File: src/rtl/writeback_arbiter.sv
// writeback_arbiter: four-source round-robin arbiter funnelling writeback requests into a single
// register-file write port, with per-source holding slots, supersede and overflow detection.
module writeback_arbiter #(
   parameter int DATA_WIDTH = 32,
   parameter int ADDR_WIDTH = 5
) (
   input  logic                      clk,
   input  logic                      reset,
   input  logic [3:0]                req_enable,
   input  logic [4*ADDR_WIDTH-1:0]   req_addr,
   input  logic [4*DATA_WIDTH-1:0]   req_data,
   input  logic [3:0]                req_float,
   output logic                      rf_write_enable,
   output logic [ADDR_WIDTH-1:0]     rf_write_addr,
   output logic [DATA_WIDTH-1:0]     rf_write_data,
   output logic                      rf_write_float,
   output logic [3:0]                pending,
   output logic                      stall,
   output logic                      overflow
);
   logic [3:0]            valid_q, valid_d;
   logic [ADDR_WIDTH-1:0] addr_q [4];
   logic [DATA_WIDTH-1:0] data_q [4];
   logic [3:0]            float_q;
   logic [1:0]            last_q, last_d;
   logic                  ovf_q, ovf_d;
   logic                  we_q;
   logic [ADDR_WIDTH-1:0] waddr_q;
   logic [DATA_WIDTH-1:0] wdata_q;
   logic                  wfloat_q;
   logic                  any_gnt;
   logic [1:0]            gnt_idx;
   logic [3:0]            gnt, elig, keep, cap, kill;
   logic                  ovf_set;

   always_comb begin
      any_gnt = 1'b0;
      gnt_idx = last_q;
      for (int k = 1; k <= 4; k++)
         if (!any_gnt && valid_q[last_q + 2'(k)]) begin
            any_gnt = 1'b1;
            gnt_idx = last_q + 2'(k);
         end
      gnt = any_gnt ? 4'b1 << gnt_idx : 4'b0;
   end

   // x0 integer writes are discarded; among same-edge duplicates only the highest source survives
   always_comb begin
      elig    = '0;
      keep    = '0;
      cap     = '0;
      kill    = '0;
      ovf_set = 1'b0;
      for (int i = 0; i < 4; i++)
         elig[i] = req_enable[i] && (req_float[i] || req_addr[i*ADDR_WIDTH +: ADDR_WIDTH] != '0);
      keep = elig;
      for (int i = 0; i < 4; i++)
         for (int j = i + 1; j < 4; j++)
            if (elig[j] && req_addr[j*ADDR_WIDTH +: ADDR_WIDTH] == req_addr[i*ADDR_WIDTH +: ADDR_WIDTH]
                && req_float[j] == req_float[i])
               keep[i] = 1'b0;
      for (int i = 0; i < 4; i++) begin
         cap[i]  = keep[i] && (!valid_q[i] || gnt[i]);
         ovf_set = ovf_set | (keep[i] && valid_q[i] && !gnt[i]);
      end
      for (int i = 0; i < 4; i++)
         for (int j = 0; j < 4; j++)
            if (cap[i] && i != j && valid_q[j] && !gnt[j]
                && addr_q[j] == req_addr[i*ADDR_WIDTH +: ADDR_WIDTH] && float_q[j] == req_float[i])
               kill[j] = 1'b1;
      valid_d = cap | (valid_q & ~gnt & ~kill);
      ovf_d   = ovf_q | ovf_set;
      last_d  = any_gnt ? gnt_idx : last_q;
   end

   always_ff @(posedge clk or negedge reset) begin
      if (!reset) begin
         valid_q  <= '0;
         float_q  <= '0;
         last_q   <= 2'd3;
         ovf_q    <= 1'b0;
         we_q     <= 1'b0;
         waddr_q  <= '0;
         wdata_q  <= '0;
         wfloat_q <= 1'b0;
         for (int i = 0; i < 4; i++) begin
            addr_q[i] <= '0;
            data_q[i] <= '0;
         end
      end else begin
         valid_q <= valid_d;
         last_q  <= last_d;
         ovf_q   <= ovf_d;
         we_q    <= any_gnt;
         if (any_gnt) begin
            waddr_q  <= addr_q[gnt_idx];
            wdata_q  <= data_q[gnt_idx];
            wfloat_q <= float_q[gnt_idx];
         end
         for (int i = 0; i < 4; i++)
            if (cap[i]) begin
               addr_q[i]  <= req_addr[i*ADDR_WIDTH +: ADDR_WIDTH];
               data_q[i]  <= req_data[i*DATA_WIDTH +: DATA_WIDTH];
               float_q[i] <= req_float[i];
            end
      end
   end

   assign rf_write_enable = we_q;
   assign rf_write_addr   = waddr_q;
   assign rf_write_data   = wdata_q;
   assign rf_write_float  = wfloat_q;
   assign pending         = valid_q;
   assign stall           = (valid_q & (valid_q - 4'd1)) != 4'd0;
   assign overflow        = ovf_q;
endmodule

File: config.mk
export PLATFORM = sky130hd
export DESIGN_NAME = writeback_arbiter
export DESIGN_NICKNAME = d
export VERILOG_FILES = /design/src/rtl/writeback_arbiter.sv
export SDC_FILE = /design/constraint.sdc
export NUM_CORES = 1
export LEC_CHECK = 0
export CORE_MARGIN = 8
export CORE_UTILIZATION = 54
export CTS_BUF_LIST = sky130_fd_sc_hd__clkbuf_4 sky130_fd_sc_hd__clkbuf_8
export DETAILED_ROUTE_END_ITERATION = 10
export PLACE_DENSITY = 0.83
export SLEW_MARGIN = 30
export SYNTH_ARGS = -nofsm -noshare
export SYNTH_HDL_FRONTEND = slang
export SYNTH_SLANG_ARGS = --single-unit
export TNS_END_PERCENT = 50
File: constraint.sdc
create_clock -name clk -period 3.5 [get_ports clk]
set_clock_uncertainty 0.2 [all_clocks]
set_input_delay 0.7 -clock clk [delete_from_list [all_inputs] [get_ports clk]]
set_output_delay 0.7 -clock clk [all_outputs]
set_load 0.02 [all_outputs]
==> results of run 1 <==
## cells in the mapped netlist, types with 3 or more instances
cell	n
nand4_1	10
mux2_2	157
nand2_1	101
mux2_4	9
nand2b_1	4
a21oi_1	9
or4_1	4
a221o_1	18
nor4_1	16
clkbuf_1	48
nor2_1	25
inv_1	5
buf_1	3
nand3_1	8
o21ai_0	25
xor2_1	66
o31a_1	3
mux2i_1	57
buf_2	20
nor2b_1	3
nor3_1	4
buf_6	3
dfrtp_1	196
xnor2_1	42
## metrics by stage
stage | total power (µW) | util [%]
CTS | 12900 | 69.9
finish | 12800 | 69.9
detailed placement | 11300 | 67.6
floorplan | 9120 | -
global route | 13700 | 69.9
global placement | 11100 | 67.6
## worst max path at each step
stage                 startpoint          end  slack (ns)  cells past startpoint
floorplan           req_addr[10]  data_q[101]        0.54                      8
CTS                   pending[0]        stall        0.51                      4
detailed placement  req_addr[15]  data_q[127]        0.04                      7
global route          pending[0]        stall        0.39                      4
finish              req_addr[15]  data_q[112]        0.47                      7
global placement    req_addr[15]  data_q[106]        0.09                      7
## cells by family after synthesis
logic type,Yosys count
flip-flops,198
AO/OA/AOI/OAI,72
XOR/XNOR,108
AND/OR/NAND/NOR,185
adder cells (fa/ha/maj),1
buffers and inverters,82
multiplexers,223
## cell usage in the layout (no fill, tap or decap), types with 10 or more instances in the layout
| cell | n |
|---|---|
| mux2i_1 | 57 |
| xnor2_1 | 42 |
| buf_4 | 32 |
| xor2_1 | 66 |
| nor2_1 | 25 |
| clkdlybuf4s50_1 | 201 |
| mux2_2 | 157 |
| nand4_1 | 10 |
| clkbuf_8 | 19 |
| a221o_1 | 18 |
| nand2_1 | 101 |
| dfrtp_1 | 196 |
| o21ai_0 | 25 |
| nor4_1 | 15 |
## metal layers
layer | up-vias | wire length, µm
met5 | - | 0
met4 | 0 | 522
met3 | 36 | 1770
met2 | 247 | 13900
met1 | 3633 | 12300
li1 | 3393 | -
## power by group through the flow
stage	logic [µW]	clock network (µW)	registers [µW]
after detailed placement	6840	0	4500
after global routing	7390	1670	4630
final	6830	1540	4470
after floorplan	4720	0	4400
after CTS	6890	1570	4470
after global placement	6650	0	4440
## worst max-delay path: cells and delay by family
kind                   cells  cell delay (ns)
and+or+nand+nor            3             1.10
buffers and inverters      2             0.63
AOI/OAI and AO/OA          1             0.36
muxes                      1             0.35
## registers in the layout (all words and copies together), names as in the netlist, 2 cells and up
register and count:
last_q 2, addr_q 20, pending 4, float_q 4
rf_write_data 32, rf_write_addr 5, data_q 128
## final cells by class
class / instances / area (µm²)
repair buffers: 243 / 2450
well taps: 234 / 293
flip-flops and latches: 198 / 4960
clock buffers: 19 / 255
fillers: 1390 / 5590
diodes: 3 / 7.51
clock inverters: 13 / 163
multi-input cells: 589 / 4850
inverters: 5 / 18.8
==> summary.md, run 1 <==
| Metric | Value |
|---|---|
| First-pass GRT wire length | 45400 µm |
| FMAX | 0.330 GHz |
| Vias in the first global route | 7877 |
| Area of the core | 18600 µm² |
| Worst skew pair latency | 0.46 ns |
| GR Util met3 | 5.81% |
| Mapped Cells | 869 |
| Worst-path cell chain | clkdlybuf4s50_1 -> or4_1 -> o31a_1 -> nand4_1 -> and4b_2 -> buf_12 -> mux2_2 |
| Number of register bits inferred by synthesis | 198 |
| GP Congestion | 0.908 |
| Residual DRC | 0 |
| Worst setup margin | 0.474 ns |
| Port Buf Inserts | 202 |
| Synth Area in XOR/XNOR | 9.33% |
| WL final | 28500 µm |
| Minimum clock period | 3.03 ns |
| Largest net degree at the start of global routing | 93 |
| Post-synth top area share | 48.4% |
| Final Hold Vio Count | 0 |
| CP startpoint kind | input pin |
| GRT overflow | 0 |
| Post-detailed-route wirelength per cell | 21.8 µm |
| Area Growth Syn to Fin | 28.0% |
| Post-Synth Adder-Cell Area | 0.0987% |
| HPWL Detailed | 20100 µm |
| Status | completed |
| Slew Limit Headroom | 49.9% |
| GR Util All Layers | 24.6% |
| Setup crit end kind | flip-flop |
| # H-tree levels | 4 |
| Seq/Total Area, Yosys | 48.9% |
| CP Max Fanout | 21 |
| Internal power | 7830 µW |
| R2r setup slk | 0.73 ns |
| Compound-Gate Fraction of Synth Area | 5.23% |
| Cts bufs inserted | 17 |
| R2R cell count | 7 |
| Setup TNS | 0 ns |
| Clock root cell | clkbuf_8 |
| Seq pwr share | 34.8% |
| Sw Share | 39.0% |
| Placed Cells | 1269 |
| Max-slew violation count | 0 |
| Combinational Power Share | 53.2% |
| Reg2reg end | data_q[50] |
| RSZ-0062 raised after global routing | no |
| Num rows | 50 |
| Initial antenna violation count | 3 |
| Post-Layout Inst Area | 13000 µm² |
| CTS tree | built |
| Die Area | 23400 µm² |
| Sw Pwr | 5010 µW |
| Lkg Pwr | 0.00554 µW |
| Via count | 7309 |
| Final #Nets | 1212 |
| CTS Buffer Depth | 2 |
| First DRT Iteration DRCs | 464 |
| Yosys cell types | 49 |
| Main combinational cell family by area after synthesis | multiplexers |
| Synth top area cells | dfrtp_1, mux2_2, xor2_1, mux2i_1, nand2_1 |
| Power Density | 988 nW/µm² |
| DRT Pass-1 Iters | 4 |
| Gr busiest metal | met2 |
| Clk slew on worst S/H paths | 0.10 ns |
| Hold WC Path Type | in -> async |
| Number of enable flip-flop cells after synthesis | 0 |
| Share of cells above drive strength 1 | 23.9% |
| Synthesized area per cell | 11.7 µm² |
| Placement Cell Area | 12600 µm² |
| Syn_nets | 1027 |
| DRT antenna net count | 0 |
| Number of vias per cell | 5.61 |
| Mapped cell area | 10100 µm² |
| WHS | 0.0727 ns |
| CTS sink cnt | 198 |
| Hold Buf Count CTS | 0 |
| CTS resizes | 0 |
| Pre-CTS setup slack | 0.0374 ns |
| Io pins | 203 |
| Met2 Usage GRT | 40.3% |
| Post-CTS Setup Bufs | 0 |
| Syn. warnings | 0 |
| Primary FF master, synth | dfrtp_1 |
| Count of final setup violators | 0 |
| Req. time, crit path | 3.64 ns |
| CP peak stage delay | 0.58 ns |
| R2R Path Start | pending[1] |
| Post-synthesis mux area share | 24.4% |
| MaxCap Viol Count | 0 |
| Worst vdd rail ir drop | 0.569 mV |
| Die Wd | 153 µm |
| Cell taking the most area after synthesis | dfrtp_1 |
| Post-synthesis async set-or-reset flop share | 100% |
| Non-Filler Instances | 1304 |
| WS Path Type | in -> reg |
| Die span in y | 153 µm |
| CP max-delay cell | or4_1 |
| Post-Synth Simple-Gate Area | 8.40% |
| WP data arrival | 3.17 ns |
| Crit share post-route | 86.5% |
| Clock power share | 12.0% |
| Starting Density | 54.6% |
| Worst-margin pin slew | 0.752 ns |
| Met1 GRT Util | 31.8% |
Power figures use the tool's default switching activity.
==> run 2, diff against run 1 <==
- RECOVER_POWER: not set -> 50
- clock period: 3.5 -> 3.3 ns (I/O delays scaled with it)
==> run 2 against run 1 <==
Against the previous run:
- global-route usage shrank 0.12 points
- sequential share of layout area grew 0.088 points
- combinational power grew 5.4%
- critical endpoint is now stall
==> summary.md, run 2 (synthesis gave the netlist of run 1 again) <==
| Metric | Value |
|---|---|
| Status | completed (unchanged) |
| Crit path top cell by count | nor2_1 |
| GR Util All Layers | 24.5% (was 24.6%) |
| First DRT Iteration DRCs | 463 (was 464) |
| First-pass GRT wire length | 45400 µm (about the same) |
| Area of the core | 18600 µm² (unchanged) |
| Req. time, crit path | 2.44 ns (was 3.64 ns) |
| Port Buf Inserts | 202 (unchanged) |
| Slew Limit Headroom | 11.9% (was 49.9%) |
| CTS resizes | 0 (unchanged) |
| Post-detailed-route wirelength per cell | 21.8 µm (about the same) |
| Count of final setup violators | 0 (unchanged) |
| Lkg Pwr | 0.00555 µW (was 0.00554 µW) |
| WL final | 28400 µm (was 28500 µm) |
| Vias in the first global route | 7884 (was 7877) |
| Hold Buf Count CTS | 1 (was 0) |
| FILL cells | 1323 (was 1390) |
| CTS Buffer Depth | 2 (unchanged) |
| Initial antenna violation count | 0 (was 3) |
| Worst setup margin | 0.317 ns (was 0.474 ns) |
| Minimum clock period | 2.98 ns |
| RSZ-0062 raised after global routing | no (unchanged) |
| MaxCap Viol Count | 0 (unchanged) |
| Cts bufs inserted | 17 (unchanged) |
| Area Growth Syn to Fin | 27.8% (was 28.0%) |
| CTS tree | built (unchanged) |
| WS Path Type | reg -> out (was in -> reg) |
| Most frequent cells in the layout | dfrtp_1, clkdlybuf4s50_1, mux2_2 (was clkdlybuf4s50_1, dfrtp_1, mux2_2) |
| Post-Layout Inst Area | 13000 µm² (about the same) |
| ANT cells | 0 (was 3) |
| Largest net degree at the start of global routing | 84 (was 93) |
| Max FFs per register | 128 (unchanged) |
| Via count | 7367 (was 7309) |
| # H-tree levels | 4 (unchanged) |
| Hold WC Path Type | reg -> reg (was in -> async) |
| Setup crit end kind | primary output (was flip-flop) |
| Number of vias per cell | 5.65 (was 5.61) |
| CP Max Fanout | 12 (was 21) |
| GRT overflow | 0 (unchanged) |
| Final #Nets | 1214 (was 1212) |
| FMAX | 0.335 GHz |
| CP peak stage delay | 0.57 ns (was 0.58 ns) |
| WP data arrival | 2.12 ns (was 3.17 ns) |
| Pre-CTS setup slack | -0.0579 ns (was 0.0374 ns) |
| Io pins | 203 (unchanged) |
| GP Congestion | 0.912 (was 0.908) |
| Commonest non-fill, non-tap cell in the layout | dfrtp_1 (was clkdlybuf4s50_1) |
| Share of cells above drive strength 1 | 23.9% (about the same) |
| Worst skew pair latency | 0.47 ns (was 0.46 ns) |
| DRT Pass-1 Iters | 6 (was 4) |
| Die span in y | 153 µm (unchanged) |
| Final Hold Vio Count | 0 (unchanged) |
| Die Wd | 153 µm (unchanged) |
| Worst-margin pin slew | 1.32 ns (was 0.752 ns) |
| Crit share post-route | 90.4% |
| WHS | 0.288 ns (was 0.0727 ns) |
| Placement Cell Area | 12600 µm² (about the same) |
| Most flops, register | data_q (unchanged) |
| DRT antenna net count | 0 (unchanged) |
| Num rows | 50 (unchanged) |
| CTS sink cnt | 198 (unchanged) |
| Residual DRC | 0 (unchanged) |
| Power Density | 1040 nW/µm² (was 988 nW/µm²) |
| Clk slew on worst S/H paths | 0.10 ns (about the same) |
| Clock root cell | clkbuf_8 (unchanged) |
| CP max-delay cell | dfrtp_1 (was or4_1) |
| Post-CTS Setup Bufs | 0 (unchanged) |
| CP startpoint kind | flip-flop (was input pin) |
| Max-slew violation count | 0 (unchanged) |
| Worst-path cell chain | maj3_1 -> nor2_1 -> nor2_1 -> clkdlybuf4s50_1 (was clkdlybuf4s50_1 -> or4_1 -> o31a_1 -> nand4_1 -> and4b_2 -> buf_12 -> mux2_2) |
| Starting Density | 54.6% (unchanged) |
| HPWL Detailed | 19900 µm (was 20100 µm) |
| Worst vdd rail ir drop | 0.865 mV (was 0.569 mV) |
| Die Area | 23400 µm² (unchanged) |
run 2: stage by stage:
stage	cells	setup TNS (ns)	power, µW	util [%]
after floorplan	869	0	9670	-
after global placement	1270	-1.06	11800	67.7
after detailed placement	1270	-1.38	12000	67.7
after CTS	1303	0	13600	69.9
after global routing	1303	0	14300	69.7
final	1303	0	13500	69.7
run 2: layer usage:
layer  wire, µm  track usage (%)  vias to the layer above
met3       1710             5.50                       39
met1      12600             32.4                     3678
li1           -                -                     3387
met5          0                0                        -
met2      13600             39.5                      263
met4        548             7.63                        0
run 2: area by class of cell:
class | instances | area [µm²] | share of cell area (%)
Sequential cell | 198 | 4960 | 38.3
Multi-Input combinational cell | 589 | 4850 | 37.4
Timing Repair Buffer | 245 | 2460 | 19.0
Tap cell | 234 | 293 | 2.26
Clock buffer | 20 | 275 | 2.12
Clock inverter | 12 | 110 | 0.850
Inverter | 5 | 18.8 | 0.145
run 2: worst paths after layout:
path / start / endpoint / slack (ns) / cells past startpoint
worst min register to register: rf_write_data[25] / rf_write_data[25] / 0.29 / 2
worst max register to register: pending[1] / data_q[45] / 0.46 / 7
max in group asynchronous: reset / data_q[98] / 0.69 / 3
worst max-delay path: pending[1] / stall / 0.32 / 4
worst min-delay path: rf_write_data[25] / rf_write_data[25] / 0.29 / 2
min in group asynchronous: reset / addr_q[10] / 0.81 / 2
run 2: where the power goes:
group	total (µW)	internal (µW)	switching [µW]
clock	1520	610	906
combinational	7200	3810	3390
sequential	4740	3730	1010
total	13500	8150	5310
run 2: critical path, delay by kind of cell, from the launching register on:
family                   cells  cell delay, ns
AND/OR/NAND/NOR              2            0.13
flip-flops                   1            0.57
adder cells (fa/ha/maj)      1            0.42
buffers and inverters        1            0.53
==> run 3, diff against run 2 <==
- clock period: 3.3 -> 3 ns (I/O delays scaled with it)
==> run 3 against run 2 <==
Against the previous run:
- the flow now finishes with violations (capacitance limit, slew limit)
- clock power rose by 19%
- hold slack worse by 0.0023 ns
- cell count increased by 1.7%
- global-route usage is 0.13 points lower
- critical path depth stayed put
- clock-buffer cell count down 2
- non-clock buffer count rose by 22
- register-to-register slack worse by 0.29 ns
- power is 11% higher
- via count increased by 1.2%
- die area did not move
- final area is 1.4% higher
- critical path type unchanged
- critical endpoint unchanged
==> summary.md, run 3 (synthesis gave the netlist of run 1 again) <==
| Metric | Value |
|---|---|
| Status | finished with violations (was completed) |
| Failing checks | capacitance limit, slew limit |
| Total power draw | 15000 µW (was 13500 µW) |
| Worst vdd rail ir drop | 1.11 mV (was 0.865 mV) |
| Reg2reg end | rf_write_addr[3] (was data_q[45]) |
| Sw Share | 39.1% (was 39.4%) |
| CP Max Fanout | 12 (unchanged) |
| Die Wd | 153 µm (unchanged) |
| Lkg Pwr | 0.00566 µW (was 0.00555 µW) |
| Worst setup margin | 0.108 ns (was 0.317 ns) |
| Clock root cell | clkbuf_8 (unchanged) |
| Worst hold path cell count | 2 (unchanged) |
| Max FFs per register | 128 (unchanged) |
| CP max-delay cell | dfrtp_1 (unchanged) |
| Worst-margin pin slew | 1.73 ns (was 1.32 ns) |
| GRT overflow | 0 (unchanged) |
| DRT Pass-1 Iters | 4 (was 6) |
| Max-slew violation count | 80 (was 0) |
| Internal power | 9140 µW (was 8150 µW) |
| Clock power share | 12.1% (was 11.3%) |
| Die Area | 23400 µm² (unchanged) |
| Area Growth Syn to Fin | 29.6% (was 27.8%) |
| Area of the core | 18600 µm² (unchanged) |
| # H-tree levels | 4 (unchanged) |
| Minimum clock period | 2.89 ns |
| Req. time, crit path | 2.20 ns (was 2.44 ns) |
| Most frequent cells in the layout | dfrtp_1, clkdlybuf4s50_1, mux2_2 (unchanged) |
| WL final | 28400 µm (about the same) |
| Commonest non-fill, non-tap cell in the layout | dfrtp_1 (unchanged) |
| Setup crit end kind | primary output (unchanged) |
| Top delay family on crit path | flip-flops (unchanged) |
| Io pins | 203 (unchanged) |
| Worst-path cell chain | maj3_1 -> nor2_1 -> nor2_1 -> clkdlybuf4s50_1 (unchanged) |
| RSZ-0062 raised after global routing | no (unchanged) |
| Cts bufs inserted | 17 (unchanged) |
| Worst skew pair latency | 0.46 ns (was 0.47 ns) |
| Number of vias per cell | 5.63 (was 5.65) |
| Worst hold endpoint | data_q[7] (was rf_write_data[25]) |
| Placement Cell Area | 12700 µm² (was 12600 µm²) |
| First-pass GRT wire length | 45000 µm (was 45400 µm) |
| WHS | 0.286 ns (was 0.288 ns) |
| Crit share post-route | 96.4% |
| Power Density | 1140 nW/µm² (was 1040 nW/µm²) |
| Hold Crit Start | data_q[7] (was rf_write_data[25]) |
| Clk slew on worst S/H paths | 0.11 ns (was 0.10 ns) |
| First DRT Iteration DRCs | 439 (was 463) |
| Sw Pwr | 5860 µW (was 5310 µW) |
| Final #Nets | 1236 (was 1214) |
| Initial antenna violation count | 0 (unchanged) |
| CTS sink cnt | 198 (unchanged) |
| Crit path top cell by count | nor2_1 (unchanged) |
| Share of cells above drive strength 1 | 25.4% (was 23.9%) |
| FMAX | 0.346 GHz |
| Count of final setup violators | 0 (unchanged) |
| Slew Limit Headroom | -15.5% (was 11.9%) |
| Final Hold Vio Count | 0 (unchanged) |
| Largest net degree at the start of global routing | 80 (was 84) |
| R2R Path Start | last_q[1] (was pending[1]) |
| HPWL Detailed | 20500 µm (was 19900 µm) |
| Post-Layout Inst Area | 13100 µm² (was 13000 µm²) |
| Num rows | 50 (unchanged) |
| CP startpoint kind | flip-flop (unchanged) |
| DRT antenna net count | 0 (unchanged) |
| Buffers plus inverters on the worst setup path | 1 (unchanged) |
| WS Path Type | reg -> out (unchanged) |
| CP startpoint | pending[1] (unchanged) |
| Combinational Power Share | 53.2% (was 53.5%) |
| Die span in y | 153 µm (unchanged) |
| Hold WC Path Type | reg -> reg (unchanged) |
| MaxCap Viol Count | 1 (was 0) |
| Seq pwr share | 34.7% (was 35.2%) |
| Starting Density | 54.6% (unchanged) |
| Residual DRC | 0 (unchanged) |
| ANT cells | 0 (unchanged) |
| WP data arrival | 2.09 ns (was 2.12 ns) |
| Via count | 7454 (was 7367) |
| Pre-CTS setup slack | -0.241 ns (was -0.0579 ns) |
| GR Util All Layers | 24.4% (was 24.5%) |
| CTS tree | built (unchanged) |
| GP Congestion | 0.920 (was 0.912) |
| Most flops, register | data_q (unchanged) |
| Port Buf Inserts | 202 (unchanged) |
| CTS Buffer Depth | 2 (unchanged) |
| R2R cell count | 8 (was 7) |
| R2r setup slk | 0.17 ns (was 0.46 ns) |
| CTS resizes | 0 (unchanged) |
| CP peak stage delay | 0.54 ns (was 0.57 ns) |
| Vias in the first global route | 7791 (was 7884) |
| Post-detailed-route wirelength per cell | 21.4 µm (was 21.8 µm) |
## run 3: how the worst max path moves through the flow
stage                        to  slack [ns]  cells after the start
floorplan           data_q[101]        0.14                      8
global placement    data_q[107]       -0.21                      7
detailed placement  data_q[118]       -0.24                      7
CTS                       stall        0.07                      4
global route              stall        0.02                      4
finish                    stall        0.11                      4
## run 3: worst min-delay path: cells and delay by family (launching register included)
family	cells	cell delay (ns)
simple gates	2	0.10
flops	1	0.36
## run 3: cell type report
type / count / area [µm²]
fillers: 1318 / 5430
flip-flops and latches: 198 / 4960
multi-input cells: 589 / 4850
repair buffers: 267 / 2600
well taps: 234 / 293
clock buffers: 18 / 241
clock inverters: 14 / 185
inverters: 5 / 18.8
## run 3: through the flow
| stage | setup TNS (ns) | instances | util, % |
|---|---|---|---|
| after floorplan | 0 | 869 | - |
| after global placement | -16.85 | 1292 | 68.5 |
| after detailed placement | -22.07 | 1292 | 68.5 |
| after CTS | 0 | 1325 | 70.9 |
| after global routing | 0 | 1325 | 70.8 |
| final | 0 | 1325 | 70.8 |
## run 3: metal layers
layer,vias up,global-route usage (%),wire (µm)
met5,-,0,0
met4,0,5.75,297
met3,24,4.99,1530
met2,228,40.3,14000
met1,3749,32.4,12500
li1,3453,-,-
## run 3: power groups by stage
| stage | clock, µW | combinational, µW | sequential, µW |
|---|---|---|---|
| global placement | 0 | 7810 | 5180 |
| floorplan | 0 | 5510 | 5130 |
| finish | 1810 | 7990 | 5200 |
| CTS | 1860 | 8080 | 5200 |
| global route | 1960 | 8590 | 5390 |
| detailed placement | 0 | 8020 | 5240 |
## run 3: what timing repair did
action / in CTS / in global routing
endpoints found under the hold margin: 74 / 0
setup buffers: 0 / 0
hold buffers: 1 / 0
